[config.mk]
export PLATFORM = sky130hd
export DESIGN_NAME = accum_seq_ctrl
export DESIGN_NICKNAME = d
export VERILOG_FILES = /design/src/rtl/accum_seq_ctrl.sv
export SDC_FILE = /design/constraint.sdc
export NUM_CORES = 1
export LEC_CHECK = 0
export ABC_AREA = 1
export CAP_MARGIN = 10
export CORE_MARGIN = 4
export CORE_UTILIZATION = 29
export CTS_CLUSTER_DIAMETER = 200
export DETAILED_ROUTE_END_ITERATION = 10
export SYNTH_ARGS = -nofsm -noshare
export SYNTH_HDL_FRONTEND = slang
export SYNTH_SLANG_ARGS = --single-unit
[constraint.sdc]
create_clock -name clk -period 6.2 [get_ports clk]
set_clock_uncertainty 0.05 [all_clocks]
set_input_delay 0.93 -clock clk [delete_from_list [all_inputs] [get_ports clk]]
set_output_delay 0.93 -clock clk [all_outputs]
set_load 0.005 [all_outputs]
[src/rtl/accum_seq_ctrl.sv]
// ---------------------------------------------------------------------------
// accum_seq_ctrl
//
// Sequencer for one dot-product + accumulate datapath in a matrix-vector
// multiply. A start command latches the operand bases and the shape. The block
// then issues num_words chunk reads per output row, for num_rows rows, to the
// vector and matrix memories. For every read it generates an accumulator tag
// {valid, first, last}. The tag is delayed by PIPE_LAT cycles so it reaches
// the accumulator together with the matching dot-product result.
//
// Optional build macro: ACCUM_SEQ_CTRL_PERF_EN adds the perf_busy_cycles and
// perf_stall_cycles performance counters.
//
// Parameters
//   ADDRW     width of memory addresses and of the num_words/num_rows fields
//   PIPE_LAT  cycles from mem_ren high to the matching result at the accum
//             data input (>= 1)
//
// Ports
//   clk, rst           clock; synchronous active-high reset
//   start              one-cycle command pulse, accepted only in IDLE
//   vec_base           first vector-memory address
//   mat_base           first matrix-memory address
//   num_words          chunks per row
//   num_rows           output rows
//   stall              downstream almost-full; pauses issue
//   vec_raddr          vector memory read address (registered)
//   mat_raddr          matrix memory read address (registered)
//   mem_ren            read enable for both memories (registered)
//   accum_ivalid       accumulator input valid
//   accum_first        accumulator first-of-row
//   accum_last         accumulator last-of-row
//   busy               high in ISSUE and DRAIN
//   done               one-cycle completion pulse
//   perf_busy_cycles   (optional) count of busy cycles, saturating
//   perf_stall_cycles  (optional) count of stalled ISSUE cycles, saturating
// ---------------------------------------------------------------------------
module accum_seq_ctrl #(
   parameter int ADDRW    = 9,
   parameter int PIPE_LAT = 4
) (
   input  logic             clk,
   input  logic             rst,
   input  logic             start,
   input  logic [ADDRW-1:0] vec_base,
   input  logic [ADDRW-1:0] mat_base,
   input  logic [ADDRW-1:0] num_words,
   input  logic [ADDRW-1:0] num_rows,
   input  logic             stall,
   output logic [ADDRW-1:0] vec_raddr,
   output logic [ADDRW-1:0] mat_raddr,
   output logic             mem_ren,
   output logic             accum_ivalid,
   output logic             accum_first,
   output logic             accum_last,
   output logic             busy,
   output logic             done
`ifdef ACCUM_SEQ_CTRL_PERF_EN
   ,
   output logic [31:0]      perf_busy_cycles,
   output logic [31:0]      perf_stall_cycles
`endif
);

   localparam int DW = $clog2(PIPE_LAT) + 1;

   typedef enum logic [1:0] {
      IDLE  = 2'd0,
      ISSUE = 2'd1,
      DRAIN = 2'd2,
      FIN   = 2'd3
   } state_t;

   state_t           state;

   // Latched command fields. The matrix base only seeds mat_ptr, because rows
   // are contiguous and a running pointer covers mat_base + r*num_words + w.
   logic [ADDRW-1:0] vb_q;
   logic [ADDRW-1:0] nw_q;
   logic [ADDRW-1:0] nr_q;

   logic [ADDRW-1:0] w;
   logic [ADDRW-1:0] r;
   logic [ADDRW-1:0] mat_ptr;
   logic [DW-1:0]    dcnt;

   // Tag pipe. Stage 0 is loaded on the same edge as mem_ren, so stage k holds
   // the tag of the read that was visible on mem_ren k cycles ago. Stage
   // PIPE_LAT therefore lines up with the dot-product result.
   logic [PIPE_LAT:0] vld_pipe;
   logic [PIPE_LAT:0] fst_pipe;
   logic [PIPE_LAT:0] lst_pipe;

   logic issue_now;
   logic last_w;
   logic last_r;
   logic zero_cmd;

   always_comb begin
      issue_now = (state == ISSUE) && !stall;
      last_w    = (w == nw_q - ADDRW'(1));
      last_r    = (r == nr_q - ADDRW'(1));
      zero_cmd  = (num_words == '0) || (num_rows == '0);
   end

   // ------------------------------------------------------------------------
   // Control FSM and registered memory-side outputs
   // ------------------------------------------------------------------------
   always_ff @(posedge clk) begin
      if (rst) begin
         state     <= IDLE;
         vb_q      <= '0;
         nw_q      <= '0;
         nr_q      <= '0;
         w         <= '0;
         r         <= '0;
         mat_ptr   <= '0;
         dcnt      <= '0;
         vec_raddr <= '0;
         mat_raddr <= '0;
         mem_ren   <= 1'b0;
         busy      <= 1'b0;
         done      <= 1'b0;
      end else begin
         mem_ren <= 1'b0;
         done    <= 1'b0;
         case (state)
            IDLE: begin
               if (start) begin
                  vb_q    <= vec_base;
                  nw_q    <= num_words;
                  nr_q    <= num_rows;
                  w       <= '0;
                  r       <= '0;
                  mat_ptr <= mat_base;
                  // An empty command skips straight to the done pulse.
                  if (zero_cmd) begin
                     state <= FIN;
                     busy  <= 1'b0;
                  end else begin
                     state <= ISSUE;
                     busy  <= 1'b1;
                  end
               end
            end

            ISSUE: begin
               // On stall, counters, pointer and address outputs all hold.
               if (!stall) begin
                  mem_ren   <= 1'b1;
                  vec_raddr <= vb_q + w;
                  mat_raddr <= mat_ptr;
                  mat_ptr   <= mat_ptr + ADDRW'(1);
                  if (last_w) begin
                     w <= '0;
                     r <= r + ADDRW'(1);
                     if (last_r) begin
                        state <= DRAIN;
                        dcnt  <= '0;
                     end
                  end else begin
                     w <= w + ADDRW'(1);
                  end
               end
            end

            DRAIN: begin
               // The final read is on mem_ren in the first DRAIN cycle. After
               // PIPE_LAT cycles its tag is at the pipe output, and done
               // follows one cycle later.
               if (dcnt == DW'(PIPE_LAT - 1)) begin
                  state <= FIN;
                  busy  <= 1'b0;
               end else begin
                  dcnt <= dcnt + DW'(1);
               end
            end

            FIN: begin
               done  <= 1'b1;
               state <= IDLE;
            end

            default: begin
               state <= IDLE;
               busy  <= 1'b0;
            end
         endcase
      end
   end

   // ------------------------------------------------------------------------
   // Tag pipe: always advances. Stalled and idle cycles push invalid tags.
   // ------------------------------------------------------------------------
   always_ff @(posedge clk) begin
      if (rst) begin
         vld_pipe <= '0;
         fst_pipe <= '0;
         lst_pipe <= '0;
      end else begin
         vld_pipe <= {vld_pipe[PIPE_LAT-1:0], issue_now};
         fst_pipe <= {fst_pipe[PIPE_LAT-1:0], issue_now && (w == '0)};
         lst_pipe <= {lst_pipe[PIPE_LAT-1:0], issue_now && last_w};
      end
   end

   assign accum_ivalid = vld_pipe[PIPE_LAT];
   assign accum_first  = fst_pipe[PIPE_LAT];
   assign accum_last   = lst_pipe[PIPE_LAT];

`ifdef ACCUM_SEQ_CTRL_PERF_EN
   // ------------------------------------------------------------------------
   // Performance counters. They clear on a start accept and hold after done.
   // ------------------------------------------------------------------------
   always_ff @(posedge clk) begin
      if (rst) begin
         perf_busy_cycles  <= '0;
         perf_stall_cycles <= '0;
      end else if (state == IDLE && start) begin
         perf_busy_cycles  <= '0;
         perf_stall_cycles <= '0;
      end else begin
         if (busy && perf_busy_cycles != 32'hFFFF_FFFF)
            perf_busy_cycles <= perf_busy_cycles + 32'd1;
         if (state == ISSUE && stall && perf_stall_cycles != 32'hFFFF_FFFF)
            perf_stall_cycles <= perf_stall_cycles + 32'd1;
      end
   end
`endif

endmodule

==> out/qor.yml <==
route:
  drt_wl_total_um: 12100
  ant_nets: 0
  dr_total_vias: 4283
  drc_errors: 0
  wl_per_cell_um: 12.8
  vias_per_cell: 4.52
  drtPass1Iterations: 6
  drt-initial-drc-count: 199
critical_path:
  path_cells: "clkdlybuf4s50_1 > nor2_4 > inv_2 > o21ai_2 > nand2_2 > clkinv_2 > nand4_1 > nor3_1 > xor2_1 > nor2_1"
  cp-startpoint: "stall"
  arrival_ps: 3250
  path_buf_inv: 3
  path_delay_family: "simple AND/OR/NAND/NOR gates"
  reg2reg_slack_ps: 3160
  worst_path_largest_cell_delay_ps: 470
  crit-reg2reg-launch: "state[1]$_SDFFE_PP0P_"
  r2r_end: "w[7]$_SDFFE_PP0P_"
  start_kind: "input port"
  worstPathRequired_ps: 6400
  endpoint: "w[7]$_SDFFE_PP0P_"
  endpoint_kind: "register"
  r2r_cells: 13
  critical_path_class: "in -> reg"
  crit_fanout: 26
  cp_slowest_cell: "clkdlybuf4s50_1"
  cp.depth: 10
synth:
  netlist_instances: 673
  ys_warn_count: 0
  synth_area_per_cell_um2: 7.13
  yosys.area_share.adder: 0.0563
  synth.distinct_cells: 37
  synth-compound-area-share: 0.141
  synth_ff_type: "dfxtp_1"
  synth_nets: 734
  synth_xor_area_frac: 0.0621
  async_reset_ff_frac: 0
  synth_edf_count: 0
  yosys.area_share.simple: 0.263
  synthMuxAreaShare: 0
  yosysSeqAreaShare: 0.396
  postSynthRegisterBits: 95
  synth_top_family_by_area: "simple AND/OR/NAND/NOR gates"
  synth_area_um2: 4800
die:
  start_util: 0.299
  coreArea_um2: 16100
  die_w_um: 137
  boundaryPins: 64
  rows: 46
  dieArea_um2: 18700
  dieHeight_um: 137
cells_and_area:
  final_common_cell: "nand2_1"
  antenna-diode-count: 0
  areaGrowthSynthToFinish_pct: 23.4
  drive_above_1_share: 0.0464
  final_cell_mix: "nand2_1, nor2_1, dfxtp_1, inv_1, clkdlybuf4s50_1"
  postLayoutCellArea_um2: 5920
  nNetsFinal: 790
power_and_ir_drop:
  p_seq_frac: 0.371
  p_switching_w: 0.000846
  internal-power_w: 0.00136
  ir_worst_vdd_uv: 170
  swShare: 0.384
  combPwrFrac: 0.386
  power_density_nw_per_um2: 372
  static-leakage-power_nw: 2.44
  clock_power_share: 0.243
placed_design:
  gp_congestion: 0.805
  place_ws_ps: 2780
  place_hpwl_um: 9000
  place_area_um2: 5640
  io_buffer_count: 63
sta:
  min_period_ps: 3060
  relSlewSlack: 0.660
  fmax_mhz: 327
  rsz0062_at_grt: "false"
  fin_ws_ps: 3140
  tns_ps: 0
  timing.final.crit_share: 0.493
  hold_viol_final: 0
  worstMarginPinSlew_ps: 509
  finalSetupViolations: 0
  slew_viol_final: 0
global_route:
  grtUsageTotal: 0.137
  grt_pass1_wl_um: 20300
  grt_pass1_vias: 4147
  grt_max_degree: 47
  antenna_found_initial: 0
  globalRoute.totalOverflow: 0
clock_tree:
  cts_tree: "done"
  post_cts_resize_count: 0
  cts_inserted_buffers: 9
  clk_pin_slew_ps: 70
  post-cts-setup-buffers: 0
  hold_buffers: 0
  root_buffer: "clkbuf_16"
  clk_latency_ps: 350
  numClockSinks: 95
  htreeDepth: 3
  clock_path_buffers: 2
status:
  status: "complete, no violations"
run:
  cap_violations: 0
min_path:
  min_path_type: "reg -> reg"
worst min path at each step:
| stage | end | cells past startpoint | slack (ps) | start |
|---|---|---|---|---|
| after global routing | fst_pipe[3]$_SDFF_PP0_ | 2 | 360 | fst_pipe[2]$_SDFF_PP0_ |
| after floorplan | fst_pipe[1]$_SDFF_PP0_ | 2 | 340 | fst_pipe[0]$_SDFF_PP0_ |
| after global placement | lst_pipe[2]$_SDFF_PP0_ | 2 | 340 | lst_pipe[1]$_SDFF_PP0_ |
| final | lst_pipe[1]$_SDFF_PP0_ | 2 | 350 | lst_pipe[0]$_SDFF_PP0_ |
| after detailed placement | lst_pipe[1]$_SDFF_PP0_ | 2 | 340 | lst_pipe[0]$_SDFF_PP0_ |
| after CTS | lst_pipe[1]$_SDFF_PP0_ | 2 | 350 | lst_pipe[0]$_SDFF_PP0_ |
cells in the mapped netlist, drive strengths merged, types with 11 or more instances:
cell type  instances  area share
nand2            114       0.092
nor3              11       0.013
nor2             114       0.094
a21oi             54       0.056
dfxtp             95        0.40
xor2              24       0.044
o21ai             61       0.065
ha                20       0.052
inv               79       0.062
nand3             37       0.040
clkbuf            18       0.014
cell type report:
type	instances	area, µm²
clock buffer	10	229
clock inverter	4	48.8
inverter	81	305
tap	216	270
sequential	95	1900
fill	1707	10100
timing repair buffer	67	661
multi-input combinational	475	2500
per-layer routing:
| layer | global-route usage | vias to the layer above | part of all wire | routed length, µm |
|---|---|---|---|---|
| li1 | - | 2286 | - | - |
| met1 | 0.179 | 1920 | 0.49 | 5990 |
| met2 | 0.219 | 65 | 0.45 | 5510 |
| met3 | 0.0393 | 12 | 0.043 | 517 |
| met4 | 0.0398 | 0 | 0.011 | 136 |
| met5 | 0 | - | 0 | 0 |
cell families after synthesis:
kind of cell	Yosys count
simple gates	293
compound gates	127
flops	95
xor+xnor	34
fa+ha+maj	21
buf+inv	103
metrics by stage:
| stage | util | cells | hold slack [ps] | total power [W] |
|---|---|---|---|---|
| after floorplan | - | 673 | 338 | 0.00143 |
| after global placement | 0.351 | 934 | 340 | 0.00168 |
| after detailed placement | 0.351 | 934 | 342 | 0.00169 |
| after CTS | 0.369 | 948 | 349 | 0.00224 |
| after global routing | 0.369 | 948 | 360 | 0.00239 |
| final | 0.369 | 948 | 350 | 0.00220 |
registers in the layout (all words and copies together) (netlist names):
| register | flops |
|---|---|
| mat_ptr | 9 |
| mat_raddr | 9 |
| nr_q | 9 |
| nw_q | 9 |
| r | 9 |
| vb_q | 9 |
| vec_raddr | 9 |
| w | 9 |
| fst_pipe | 5 |
| lst_pipe | 5 |
| vld_pipe | 5 |
| dcnt | 3 |
| state | 2 |
| busy | 1 |
| done | 1 |
| mem_ren | 1 |
power by group through the flow:
stage	Clock, W	Sequential, W	Combinational (W)
after global routing	0.000576	0.000832	0.000987
after global placement	0	0.000832	0.000848
after CTS	0.000555	0.000818	0.000862
after detailed placement	0	0.000829	0.000859
after floorplan	0	0.000807	0.000625
final	0.000536	0.000818	0.000850
worst reg2reg max path, stage by stage (launching register included):
cell and delay [ps]:
dfxtp_1 320, inv_1 100, ha_1 150, buf_4 270, inv_2 210, nor2_4 440, inv_2 230, o21ai_2 110
nand2_2 200, clkinv_2 260, nand4_1 170, nor3_1 210, xor2_1 170, nor2_1 60
No activity file was read; power rests on OpenSTA's default activity.
